==> src/rtl/dedup_pkg.sv <==
// rtl/dedup_pkg.sv - shared defaults, count width helper and FSM state type for the dedup stream controller
package dedup_pkg;

   localparam int DEDUP_DATA_W = 8;
   localparam int DEDUP_N_ELEM = 9;

   // Width needed to hold a count of 0..n inclusive
   function automatic int cnt_w(input int n);
      return $clog2(n + 1);
   endfunction

   typedef enum logic [1:0] {
      LOAD = 2'd0,
      SCAN = 2'd1,
      EMIT = 2'd2
   } state_t;

endpackage

==> src/rtl/dedup_stream_ctrl_if.sv <==
// rtl/dedup_stream_ctrl_if.sv - input/output element stream handshake bundle for the dedup stream controller
interface dedup_stream_ctrl_if
   import dedup_pkg::*;
#(
   parameter int DATA_W = DEDUP_DATA_W
);
   logic              in_valid;
   logic              in_ready;
   logic [DATA_W-1:0] in_data;
   logic              out_valid;
   logic              out_ready;
   logic [DATA_W-1:0] out_data;
   logic              out_last;

   // Producer/consumer side that drives input elements and accepts output elements
   modport master (
      output in_valid, in_data, out_ready,
      input  in_ready, out_valid, out_data, out_last
   );

   // Controller side
   modport slave (
      input  in_valid, in_data, out_ready,
      output in_ready, out_valid, out_data, out_last
   );
endinterface

==> src/rtl/dedup_match.sv <==
// rtl/dedup_match.sv - combinational search of one candidate against the valid prefix of the keep list
module dedup_match
   import dedup_pkg::*;
#(
   parameter int DATA_W = DEDUP_DATA_W,
   parameter int N_ELEM = DEDUP_N_ELEM,
   parameter int CW     = cnt_w(DEDUP_N_ELEM)
) (
   input  logic [DATA_W-1:0]              cand,
   input  logic [(N_ELEM-1)*DATA_W-1:0]   keep_flat,
   input  logic [CW-1:0]                  kept_cnt,
   output logic                           hit
);

   // Only entries below kept_cnt hold real data; stale entries must never match
   always_comb begin
      hit = 1'b0;
      for (int i = 0; i < N_ELEM - 1; i++) begin
         if ((CW'(i) < kept_cnt) && (keep_flat[i*DATA_W +: DATA_W] == cand))
            hit = 1'b1;
      end
   end

endmodule

==> src/rtl/dedup_stream_ctrl.sv <==
// rtl/dedup_stream_ctrl.sv - frame deduplicator (load, scan, emit unique elements); optional stats via DEDUP_STREAM_CTRL_STATS_EN
module dedup_stream_ctrl
   import dedup_pkg::*;
#(
   parameter int DATA_W = DEDUP_DATA_W,
   parameter int N_ELEM = DEDUP_N_ELEM,
   localparam int CW    = cnt_w(N_ELEM)
) (
   input  logic          clk,
   input  logic          rst_n,
   input  logic          clear,
   dedup_stream_ctrl_if.slave st,
   output logic [CW-1:0] unique_count,
   output logic          busy
`ifdef DEDUP_STREAM_CTRL_STATS_EN
   ,
   output logic [15:0]   frame_cnt,
   output logic [15:0]   dup_cnt
`endif
);

   state_t              state_q, state_d;
   logic [CW-1:0]       load_idx, scan_idx, emit_idx, kept_cnt;
   logic [DATA_W-1:0]   buf_mem  [N_ELEM];
   logic [DATA_W-1:0]   keep_mem [N_ELEM];
   logic [(N_ELEM-1)*DATA_W-1:0] keep_flat;
   logic [DATA_W-1:0]   cand;
   logic                ready_q;
   logic                hit, in_fire, out_fire, last_load, last_scan;

   // ready_q holds in_ready low through reset and for the first cycle after release
   assign st.in_ready  = ready_q && (state_q == LOAD);
   assign st.out_valid = (state_q == EMIT);
   assign st.out_data  = (state_q == EMIT) ? keep_mem[emit_idx] : '0;
   assign st.out_last  = (state_q == EMIT) && (emit_idx == unique_count - CW'(1));
   assign busy         = !((state_q == LOAD) && (load_idx == '0));

   // clear outranks any handshake in the same cycle
   assign in_fire   = st.in_valid && st.in_ready && !clear;
   assign out_fire  = st.out_valid && st.out_ready && !clear;
   assign last_load = (load_idx == CW'(N_ELEM - 1));
   assign last_scan = (state_q == SCAN) && (scan_idx == CW'(N_ELEM - 1));
   assign cand      = buf_mem[scan_idx];

   // Pack the searchable part of the keep list for the matcher
   always_comb begin
      keep_flat = '0;
      for (int i = 0; i < N_ELEM - 1; i++)
         keep_flat[i*DATA_W +: DATA_W] = keep_mem[i];
   end

   dedup_match #(.DATA_W(DATA_W), .N_ELEM(N_ELEM), .CW(CW)) u_match (
      .cand      (cand),
      .keep_flat (keep_flat),
      .kept_cnt  (kept_cnt),
      .hit       (hit)
   );

   // State register
   always_ff @(posedge clk or negedge rst_n) begin
      if (!rst_n) state_q <= LOAD;
      else        state_q <= state_d;
   end

   // Next-state selection
   always_comb begin
      state_d = state_q;
      if (clear) begin
         state_d = LOAD;
      end else begin
         case (state_q)
            LOAD:    if (in_fire && last_load)       state_d = SCAN;
            SCAN:    if (last_scan)                  state_d = EMIT;
            EMIT:    if (out_fire && st.out_last)    state_d = LOAD;
            default:                                 state_d = LOAD;
         endcase
      end
   end

   // Indices, kept count and the published unique count
   always_ff @(posedge clk or negedge rst_n) begin
      if (!rst_n) begin
         ready_q      <= 1'b0;
         load_idx     <= '0;
         scan_idx     <= '0;
         emit_idx     <= '0;
         kept_cnt     <= '0;
         unique_count <= '0;
      end else begin
         ready_q <= 1'b1;
         if (clear) begin
            load_idx <= '0;
            scan_idx <= '0;
            emit_idx <= '0;
            kept_cnt <= '0;
         end else begin
            case (state_q)
               LOAD: if (in_fire) load_idx <= last_load ? '0 : load_idx + CW'(1);
               SCAN: begin
                  if (!hit) kept_cnt <= kept_cnt + CW'(1);
                  if (last_scan) begin
                     scan_idx     <= '0;
                     unique_count <= hit ? kept_cnt : kept_cnt + CW'(1);
                  end else begin
                     scan_idx <= scan_idx + CW'(1);
                  end
               end
               EMIT: if (out_fire) begin
                  if (st.out_last) begin
                     emit_idx <= '0;
                     kept_cnt <= '0;
                  end else begin
                     emit_idx <= emit_idx + CW'(1);
                  end
               end
               default: ;
            endcase
         end
      end
   end

   // Frame and keep storage; contents are never exposed before being rewritten
   always_ff @(posedge clk) begin
      if (in_fire)
         buf_mem[load_idx] <= st.in_data;
      if ((state_q == SCAN) && !hit && !clear)
         keep_mem[kept_cnt] <= cand;
   end

`ifdef DEDUP_STREAM_CTRL_STATS_EN
   logic [16:0] dup_sum;
   assign dup_sum = {1'b0, dup_cnt} + 17'(N_ELEM) - 17'(unique_count);

   // Saturating per-frame statistics, bumped on each completed frame
   always_ff @(posedge clk or negedge rst_n) begin
      if (!rst_n) begin
         frame_cnt <= '0;
         dup_cnt   <= '0;
      end else if (out_fire && st.out_last) begin
         if (frame_cnt != 16'hFFFF) frame_cnt <= frame_cnt + 16'd1;
         dup_cnt <= dup_sum[16] ? 16'hFFFF : dup_sum[15:0];
      end
   end
`endif

endmodule

==> src/flat_wrapper.sv <==
// flat-port wrapper written by rule: the top's interface ports become plain ports
module dedup_stream_ctrl_flat import dedup_pkg::*;
#(
   parameter int DATA_W = DEDUP_DATA_W,
   parameter int N_ELEM = DEDUP_N_ELEM,
   localparam int CW    = cnt_w(N_ELEM)
)
  (clk, rst_n, clear, unique_count, busy, st_in_valid, st_in_data, st_out_ready, st_in_ready, st_out_valid, st_out_data, st_out_last);
  dedup_stream_ctrl_if #(.DATA_W(DATA_W)) st_i ();
  input  logic clk;
  input  logic rst_n;
  input  logic clear;
  output logic [CW-1:0] unique_count;
  output logic busy;
  input wire logic [$bits(st_i.in_valid)-1:0] st_in_valid;
  input wire logic [$bits(st_i.in_data)-1:0] st_in_data;
  input wire logic [$bits(st_i.out_ready)-1:0] st_out_ready;
  output wire logic [$bits(st_i.in_ready)-1:0] st_in_ready;
  output wire logic [$bits(st_i.out_valid)-1:0] st_out_valid;
  output wire logic [$bits(st_i.out_data)-1:0] st_out_data;
  output wire logic [$bits(st_i.out_last)-1:0] st_out_last;
  assign st_i.in_valid = st_in_valid;
  assign st_i.in_data = st_in_data;
  assign st_i.out_ready = st_out_ready;
  assign st_in_ready = st_i.in_ready;
  assign st_out_valid = st_i.out_valid;
  assign st_out_data = st_i.out_data;
  assign st_out_last = st_i.out_last;
  dedup_stream_ctrl #(.DATA_W(DATA_W), .N_ELEM(N_ELEM)) u_core (.clk(clk), .rst_n(rst_n), .clear(clear), .st(st_i), .unique_count(unique_count), .busy(busy));
endmodule
==> config.mk <==
export PLATFORM = sky130hd
export DESIGN_NAME = dedup_stream_ctrl_flat
export DESIGN_NICKNAME = d
export VERILOG_FILES = /design/src/rtl/dedup_pkg.sv /design/src/rtl/dedup_stream_ctrl_if.sv /design/src/rtl/dedup_match.sv /design/src/rtl/dedup_stream_ctrl.sv /design/src/flat_wrapper.sv
export SDC_FILE = /design/constraint.sdc
export NUM_CORES = 1
export LEC_CHECK = 0
export CAP_MARGIN = 5
export CORE_MARGIN = 2
export CORE_UTILIZATION = 55
export DETAILED_ROUTE_END_ITERATION = 10
export PLACE_DENSITY = 0.77
export SLEW_MARGIN = 20
export SYNTH_ARGS = -nofsm -noshare
export SYNTH_HDL_FRONTEND = slang
export SYNTH_SLANG_ARGS = --single-unit
==> constraint.sdc <==
create_clock -name clk -period 4.35 [get_ports clk]
set_input_delay 1.0875 -clock clk [delete_from_list [all_inputs] [get_ports clk]]
set_output_delay 1.0875 -clock clk [all_outputs]
set_load 0.005 [all_outputs]
==> results of run 1 <==
==> through the flow <==
stage	total power [uW]	std cells	hold slack (ps)	worst slack (ps)
2_1_floorplan	2420	815	509	795
3_3_place_gp	2470	1108	547	317
3_5_place_dp	2470	1108	550	151
4_1_cts	4470	1151	560	90.7
5_1_grt	4560	1151	565	-43.6
6_report	4450	1151	535	197
==> flip-flops by register name, summed over array words and instances (netlist names) <==
register             cells
u_core.scan_idx          4
u_core.ready_q           1
u_core.unique_count      4
u_core.load_idx          4
u_core.keep_mem        128
u_core.emit_idx          4
u_core.buf_mem          72
u_core.kept_cnt          4
u_core.state_q           2
==> cells by family after synthesis <==
logic type	after synthesis	share of synthesized area, %
compound gates	151	10.1
xor+xnor	19	1.50
fa+ha+maj	12	1.36
buf+inv	72	3.28
flops	223	59.5
mux	87	12.4
other cells	1	0.0339
simple gates	250	11.8
==> cell usage after synthesis, types with 4 or more instances <==
master	n
inv_1	27
ha_1	12
mux4_2	40
o41ai_1	4
o31a_1	4
and2_1	22
buf_6	8
nor3_1	11
o221ai_1	4
dfrtp_1	23
or3_1	4
o21ai_0	29
nor4_1	9
a22o_1	9
buf_2	12
edfxtp_1	200
o22ai_1	29
nand2b_1	6
nand3_1	63
mux2i_1	44
nand4_1	8
and3_1	10
a221oi_1	8
nand2_1	55
a21oi_1	11
nor2_1	40
clkbuf_1	21
a22oi_1	5
a221o_1	7
o211ai_1	10
xnor2_1	16
==> worst register-to-register path, stage by stage (launching register included) <==
cell	delay [ps]
dfrtp_1	530
nor2b_2	540
a221oi_2	220
a21boi_1	390
buf_4	250
xnor2_1	170
nor4_1	110
a31oi_1	180
nand3_2	220
nor3_4	370
nand3_1	220
nor2_1	580
==> power breakdown <==
group / internal [uW] / leakage (uW) / total (uW) / switching [uW]
clock network: 1200 / 0.000386 / 2020 / 825
logic: 33.2 / 0.00168 / 96.7 / 63.6
registers: 2330 / 0.00211 / 2330 / 2.44
==> layer usage <==
metal  share of wire [%]  global-route usage, %  vias up
li1                    -                      -     3336
met1                  39                   42.1     3796
met2                  44                   45.2      602
met3                  12                   7.49      128
met4                 5.1                   13.2        2
met5               0.040                      0        -
==> repair_timing <==
action	CTS	global route
gates resized for setup	0	11
endpoints found under the setup margin	0	119
endpoints found under the hold margin	0	0
==> worst paths after layout <==
check | slack (ps) | end | start | cells past startpoint
worst max register to register | 200 | u_core.keep_mem[8][2]$_DFFE_PP_ | u_core.scan_idx[2]$_DFFE_PN0P_ | 11
worst min register to register | 560 | u_core.state_q[1]$_DFFE_PN0P_ | u_core.state_q[0]$_DFFE_PN0P_ | 1
max in group asynchronous | 3430 | u_core.emit_idx[0]$_DFFE_PN0P_ | rst_n | 1
min in group clk | 560 | u_core.state_q[1]$_DFFE_PN0P_ | u_core.state_q[0]$_DFFE_PN0P_ | 1
worst max-delay path | 200 | u_core.keep_mem[8][2]$_DFFE_PP_ | u_core.scan_idx[2]$_DFFE_PN0P_ | 11
worst min-delay path | 530 | u_core.ready_q$_DFF_PN0_ | rst_n | 1
==> area by class of cell <==
class | instances | area, um2
fill | 1416 | 6990
sequential | 223 | 6580
multi-input combinational | 520 | 4150
inverter | 27 | 101
clock buffer | 25 | 604
tap | 265 | 332
clock inverter | 18 | 194
timing repair buffer | 73 | 638
==> flow_summary_export.csv, run 1 <==
group,metric,value,unit
run_status,outcome,"complete, no violations",
place,gp_congestion,1.06,
timing,skew,23.6,ps
yosys,synth_ff_type,"edfxtp_1",
timing,hold_viol_final,0,
timing,grt_setup_unrepaired,"true",
global_route,grt_max_degree,38,
place,dpl-instance-area,11800,um2
yosys,yosysUniqueCellTypes,73,
timing,fin_crit_sh,95.5,%
worst_setup_path,worstPathCellList,"nor2b_2, a221oi_2, a21boi_1, buf_4, xnor2_1, nor4_1, a31oi_1, nand3_2, nor3_4, nand3_1, nor2_1",
global_route,antenna_found_initial,3,
worst_setup_path,setup.worst_path.end_class,"flop",
power,p_leak,0.00418,uW
die,io_pins,29,
hold_path,hp-class,"primary input to async pin",
global_route,grt-ovfl-total,0,
cells_and_area,layout-drive-gt1-share,17.8,%
yosys,postSynthCellCount,815,
cells_and_area,most-common-layout-cells,"edfxtp_1 (200), nand3_1 (63), nand2_1 (55)",
route,drt_iter0_drc,1080,
route,drt-total-wl,32200,um
place,hpwlAfterDp,22900,um
die,die_h,146,um
yosys,synth_largest_area_cell,"edfxtp_1",
worst_setup_path,startpoint_type,"flop",
yosys,synth_area,11100,um2
worst_setup_path,cp.required,4490,ps
timing,final-setup-viol-count,0,
yosys,synth_edf_count,200,
route,viasPerCell,6.83,
power,vdd_drop_max,0.000320,V
timing,finalSetupTns,0,ps
worst_setup_path,path_buf_inv,1,
cells_and_area,fin_area,12600,um2
timing,slew_headroom,41.1,%
cells_and_area,final_common_cell,"edfxtp_1",
global_route,first_global_vias,7485,
timing,fmax,241,MHz
cells_and_area,area_growth,13.9,%
global_route,grt_usage,30.1,%
yosys,syn_nets,840,
die,dieWidth,146,um
worst_setup_path,worstPathMaxFanout,10,
clocking,cts_setup_buffers,0,
clocking,clock-sinks,223,
place,io_buffers,28,
clocking,clk_latency,530,ps
die,die_area,21300,um2
route,vias,7864,
timing,worst_slew_pin_slew,881,ps
timing,slew_viol_final,0,
global_route,grt_pass1_wl,47600,um
flow_run,cap_violations,0,
power,power_density,353,nW/um2
yosys,synth_area_leaders,"edfxtp_1 (54%), mux4_2 (8.1%), dfrtp_1 (5.2%)",
clocking,htree_num_levels,1,
yosys,ys_seq_area_share,59.5,%
cells_and_area,final_core_util,64.3,%
yosys,synth_area_per_cell,13.6,um2
worst_setup_path,worst_ep_arrival_time,4300,ps
clocking,clk_path_buf_depth,3,
yosys,synth-seq-cells,223,
yosys,synth_warnings,0,
route,antenna_left,0,
cells_and_area,n_antenna_cell,0,
worst_setup_path,cpLargestDelayFamily,"simple AND/OR/NAND/NOR gates",
clocking,cts_tree,"built",
clocking,cts_buffers,24,
route,drc,0,
clocking,cts-root-buf,"clkbuf_16",
timing,fin_crit,4150,ps
worst_setup_path,critPathKind,"flop to flop",
die,placementRows,51,
cells_and_area,nets,894,
die,core,19600,um2
die,start_util,56.5,%
yosys,ys_async_sr_fraction,10.3,%
route,post_drt_wl_per_cell,27.9,um
clocking,path_clk_slew,60,ps
yosys,synth_top_cell_area_share,54.3,%
clocking,hold_buffers,0,
worst_setup_path,cp_slowest_cell,"nor2_1",
route,drt-pass1-iter-count,6,
worst_setup_path,slowest_delay,580,ps
Power figures use the tool's default switching activity.
==> inputs of run 2 (changes only) <==
--- a/config.mk
+++ b/config.mk
@@ -5,7 +5,7 @@
 export SDC_FILE = /design/constraint.sdc
 export NUM_CORES = 1
 export LEC_CHECK = 0
-export CAP_MARGIN = 5
+export CAP_MARGIN = 20
 export CORE_MARGIN = 2
 export CORE_UTILIZATION = 55
 export DETAILED_ROUTE_END_ITERATION = 10
@@ -14,3 +14,4 @@
 export SYNTH_ARGS = -nofsm -noshare
 export SYNTH_HDL_FRONTEND = slang
 export SYNTH_SLANG_ARGS = --single-unit
+export TNS_END_PERCENT = 100
==> results of run 2 <==
Final layout, timing and power as in run 1 (identical DEF).
==> inputs of run 3 (changes only) <==
--- a/config.mk
+++ b/config.mk
@@ -5,12 +5,13 @@
 export SDC_FILE = /design/constraint.sdc
 export NUM_CORES = 1
 export LEC_CHECK = 0
+export ABC_AREA = 1
 export CAP_MARGIN = 20
 export CORE_MARGIN = 2
 export CORE_UTILIZATION = 55
 export DETAILED_ROUTE_END_ITERATION = 10
 export PLACE_DENSITY = 0.77
-export SLEW_MARGIN = 20
+export SLEW_MARGIN = 15
 export SYNTH_ARGS = -nofsm -noshare
 export SYNTH_HDL_FRONTEND = slang
 export SYNTH_SLANG_ARGS = --single-unit
==> flow_summary_export.csv, run 3 <==
group,metric,value,unit
worst_setup_path,worstPathCellList,"clkinv_1, buf_4, o21ai_0, o221ai_1, nand3_1, a21oi_1, clkdlybuf4s50_1",
clocking,htree_num_levels,1,
global_route,grt-ovfl-total,0,
yosys,synth_top_cell_area_share,56.5,%
yosys,synthSimpleGateAreaFrac,20.7,%
die,die_area,20400,um2
power,power_density,363,nW/um2
clocking,cts_buffers,23,
worst_setup_path,startpoint_type,"flop",
yosys,synth-xor-area-share,1.98,%
yosys,synth_top_family_by_area,"simple AND/OR/NAND/NOR gates",
worst_setup_path,setup.worst_path.end_class,"output pin",
timing,skew,10.1,ps
worst_setup_path,cp.required,3260,ps
yosys,synth_fa_ha_area_share,1.41,%
route,drc,0,
route,wl_met1,9960,um
global_route,grt_max_degree,63,
yosys,synth.most_common_cell,"nand2_1",
timing,slew_viol_final,0,
power,p_leak,0.00478,uW
route,antenna_left,0,
place,numPlacedInstances,1349,
route,drt-total-wl,25300,um
die,placementRows,50,
power,vdd_drop_max,0.000408,V
route,route.met3.wl,2150,um
yosys,synth_ff_type,"edfxtp_1",
yosys,ys_seq_area_share,61.9,%
place,gp_congestion,0.974,
yosys,synth_compound_area_share,8.10,%
run_status,outcome,"complete, no violations",
yosys,synth_area_leaders,"edfxtp_1 (57%), nand2_1 (8.1%), nand3_1 (5.5%)",
global_route,antenna_found_initial,0,
route,dr_wl_met2,12300,um
cells_and_area,top_register,"u_core.keep_mem",
timing,finalSetupTns,0,ps
worst_setup_path,slowest_delay,610,ps
worst_setup_path,worst_ep_arrival_time,3010,ps
worst_setup_path,critPathKind,"flop to output pin",
timing,worst_slew_pin_slew,857,ps
worst_setup_path,worstPathMaxFanout,62,
place,io_buffers,28,
timing,setup_ws,250,ps
die,start_util,56.4,%
clocking,clk_path_buf_depth,3,
yosys,synth_largest_area_cell,"edfxtp_1",
cells_and_area,largestRegisters,"u_core.keep_mem x128, u_core.buf_mem x72",
clocking,clk_latency,500,ps
yosys,synth_area,10600,um2
clocking,path_clk_slew,60,ps
route,vias,7801,
yosys,synth_area_per_cell,9.95,um2
timing,fin_crit_sh,94.3,%
timing,grt_setup_unrepaired,"false",
worst_setup_path,cp_slowest_cell,"dfrtp_4",
route,viasPerCell,5.61,
yosys,ys_async_sr_fraction,10.3,%
flow_run,cap_violations,0,
route,drt_iter0_drc,741,
cells_and_area,n_antenna_cell,0,
timing,fmax,244,MHz
cells_and_area,nets,1139,
cells_and_area,most-common-layout-cells,"nand2_1 (228), edfxtp_1 (200), nand3_1 (116)",
hold_path,hp-class,"flop to flop",
cells_and_area,area_growth,13.3,%
global_route,grt_pass1_wl,40100,um
cells_and_area,final_common_cell,"nand2_1",
yosys,synth_commonest_cells,"nand2_1 (228), edfxtp_1 (200), nand3_1 (116)",
worst_setup_path,rrSetupSlack,590,ps
place,hpwlAfterDp,16900,um
cells_and_area,layout-drive-gt1-share,8.94,%
place,place_ws,628,ps
clocking,hold_buffers,0,
yosys,synth_edf_count,200,
timing,slew_headroom,42.7,%
clocking,cts-root-buf,"clkbuf_16",
route,topRoutingLayerUsed,"met4",
die,die_h,143,um
die,dieWidth,143,um
yosys,yosysUniqueCellTypes,35,
yosys,muxShareOfSynthArea,0,%
die,core,18800,um2
global_route,grt_usage,25.3,%
yosys,syn_nets,1093,
timing,fin_crit,4100,ps
route,drt-pass1-iter-count,6,
yosys,synth_warnings,0,
timing,hold_viol_final,0,
timing,final-setup-viol-count,0,
global_route,first_global_vias,7578,
route,post_drt_wl_per_cell,18.2,um
cells_and_area,largest_register_ffs,128,
clocking,clock-sinks,223,
cells_and_area,layout.cells.non_filler,1390,
yosys,postSynthCellCount,1068,
clocking,cts_tree,"built",
yosys,synth-seq-cells,223,
die,io_pins,29,
## run 3: critical path, delay by kind of cell (launching register included)
kind / cells / cell delay (ps)
AO/OA/AOI/OAI: 3 / 650
flip-flops: 1 / 610
buffers and inverters: 3 / 1140
AND/OR/NAND/NOR: 1 / 110
## run 3: final timing paths
path / cells past startpoint / from / end
max: 7 / u_core.emit_idx[0]$_DFFE_PN0P_ / st_out_data[3]
min in group asynchronous: 1 / rst_n / u_core.kept_cnt[2]$_DFFE_PN0P_
max in group asynchronous: 1 / rst_n / u_core.emit_idx[0]$_DFFE_PN0P_
max reg2reg: 18 / u_core.scan_idx[1]$_DFFE_PN0P_ / u_core.keep_mem[6][0]$_DFFE_PP_
min reg2reg: 2 / u_core.unique_count[1]$_DFFE_PN0P_ / u_core.unique_count[1]$_DFFE_PN0P_
min: 2 / u_core.unique_count[1]$_DFFE_PN0P_ / u_core.unique_count[1]$_DFFE_PN0P_
## run 3: area by class of cell
cell class,count,area [um2]
well taps,260,325
multi-input cells,692,3420
repair buffers,61,536
clock inverters,8,87.6
clock buffers,33,659
fillers,1465,6790
flip-flops and latches,223,6590
inverters,113,424
## run 3: routing by layer
| metal | GRT usage [%] | vias up |
|---|---|---|
| li1 | - | 3729 |
| met1 | 34.1 | 3610 |
| met2 | 42.3 | 398 |
| met3 | 3.45 | 64 |
| met4 | 9.64 | 0 |
| met5 | 0 | - |
## run 3: cells by family (layout without fill, tap and decap cells)
family	after synthesis	after routing
AOI/OAI and AO/OA	156	156
xor gates and xnor gates	24	24
adders and majority gates	12	12
buffers and inverters	153	215
DFF	223	223
other	1	1
and+or+nand+nor	499	499
## run 3: stage by stage
stage	total power [uW]	utilization (%)	hold WS [ps]	area [um2]
after floorplan	2420	-	511	10600
after global placement	2470	60.0	515	11300
after detailed placement	2470	60.0	526	11300
after CTS	4390	64.0	540	12000
after global routing	4480	63.9	564	12000
final	4370	63.9	539	12000
## run 3: where the power goes
group,switching [uW],leakage (uW),total [uW],internal (uW)
logic,64.5,0.00229,92.7,28.2
registers,2.16,0.00211,2330,2330
clock network,771,0.000373,1940,1170
total,838,0.00478,4370,3530
## run 3: timing repair
action	in CTS	in global routing
buffers inserted	0	0
resized for setup	0	1
endpoints found under the setup margin	0	2
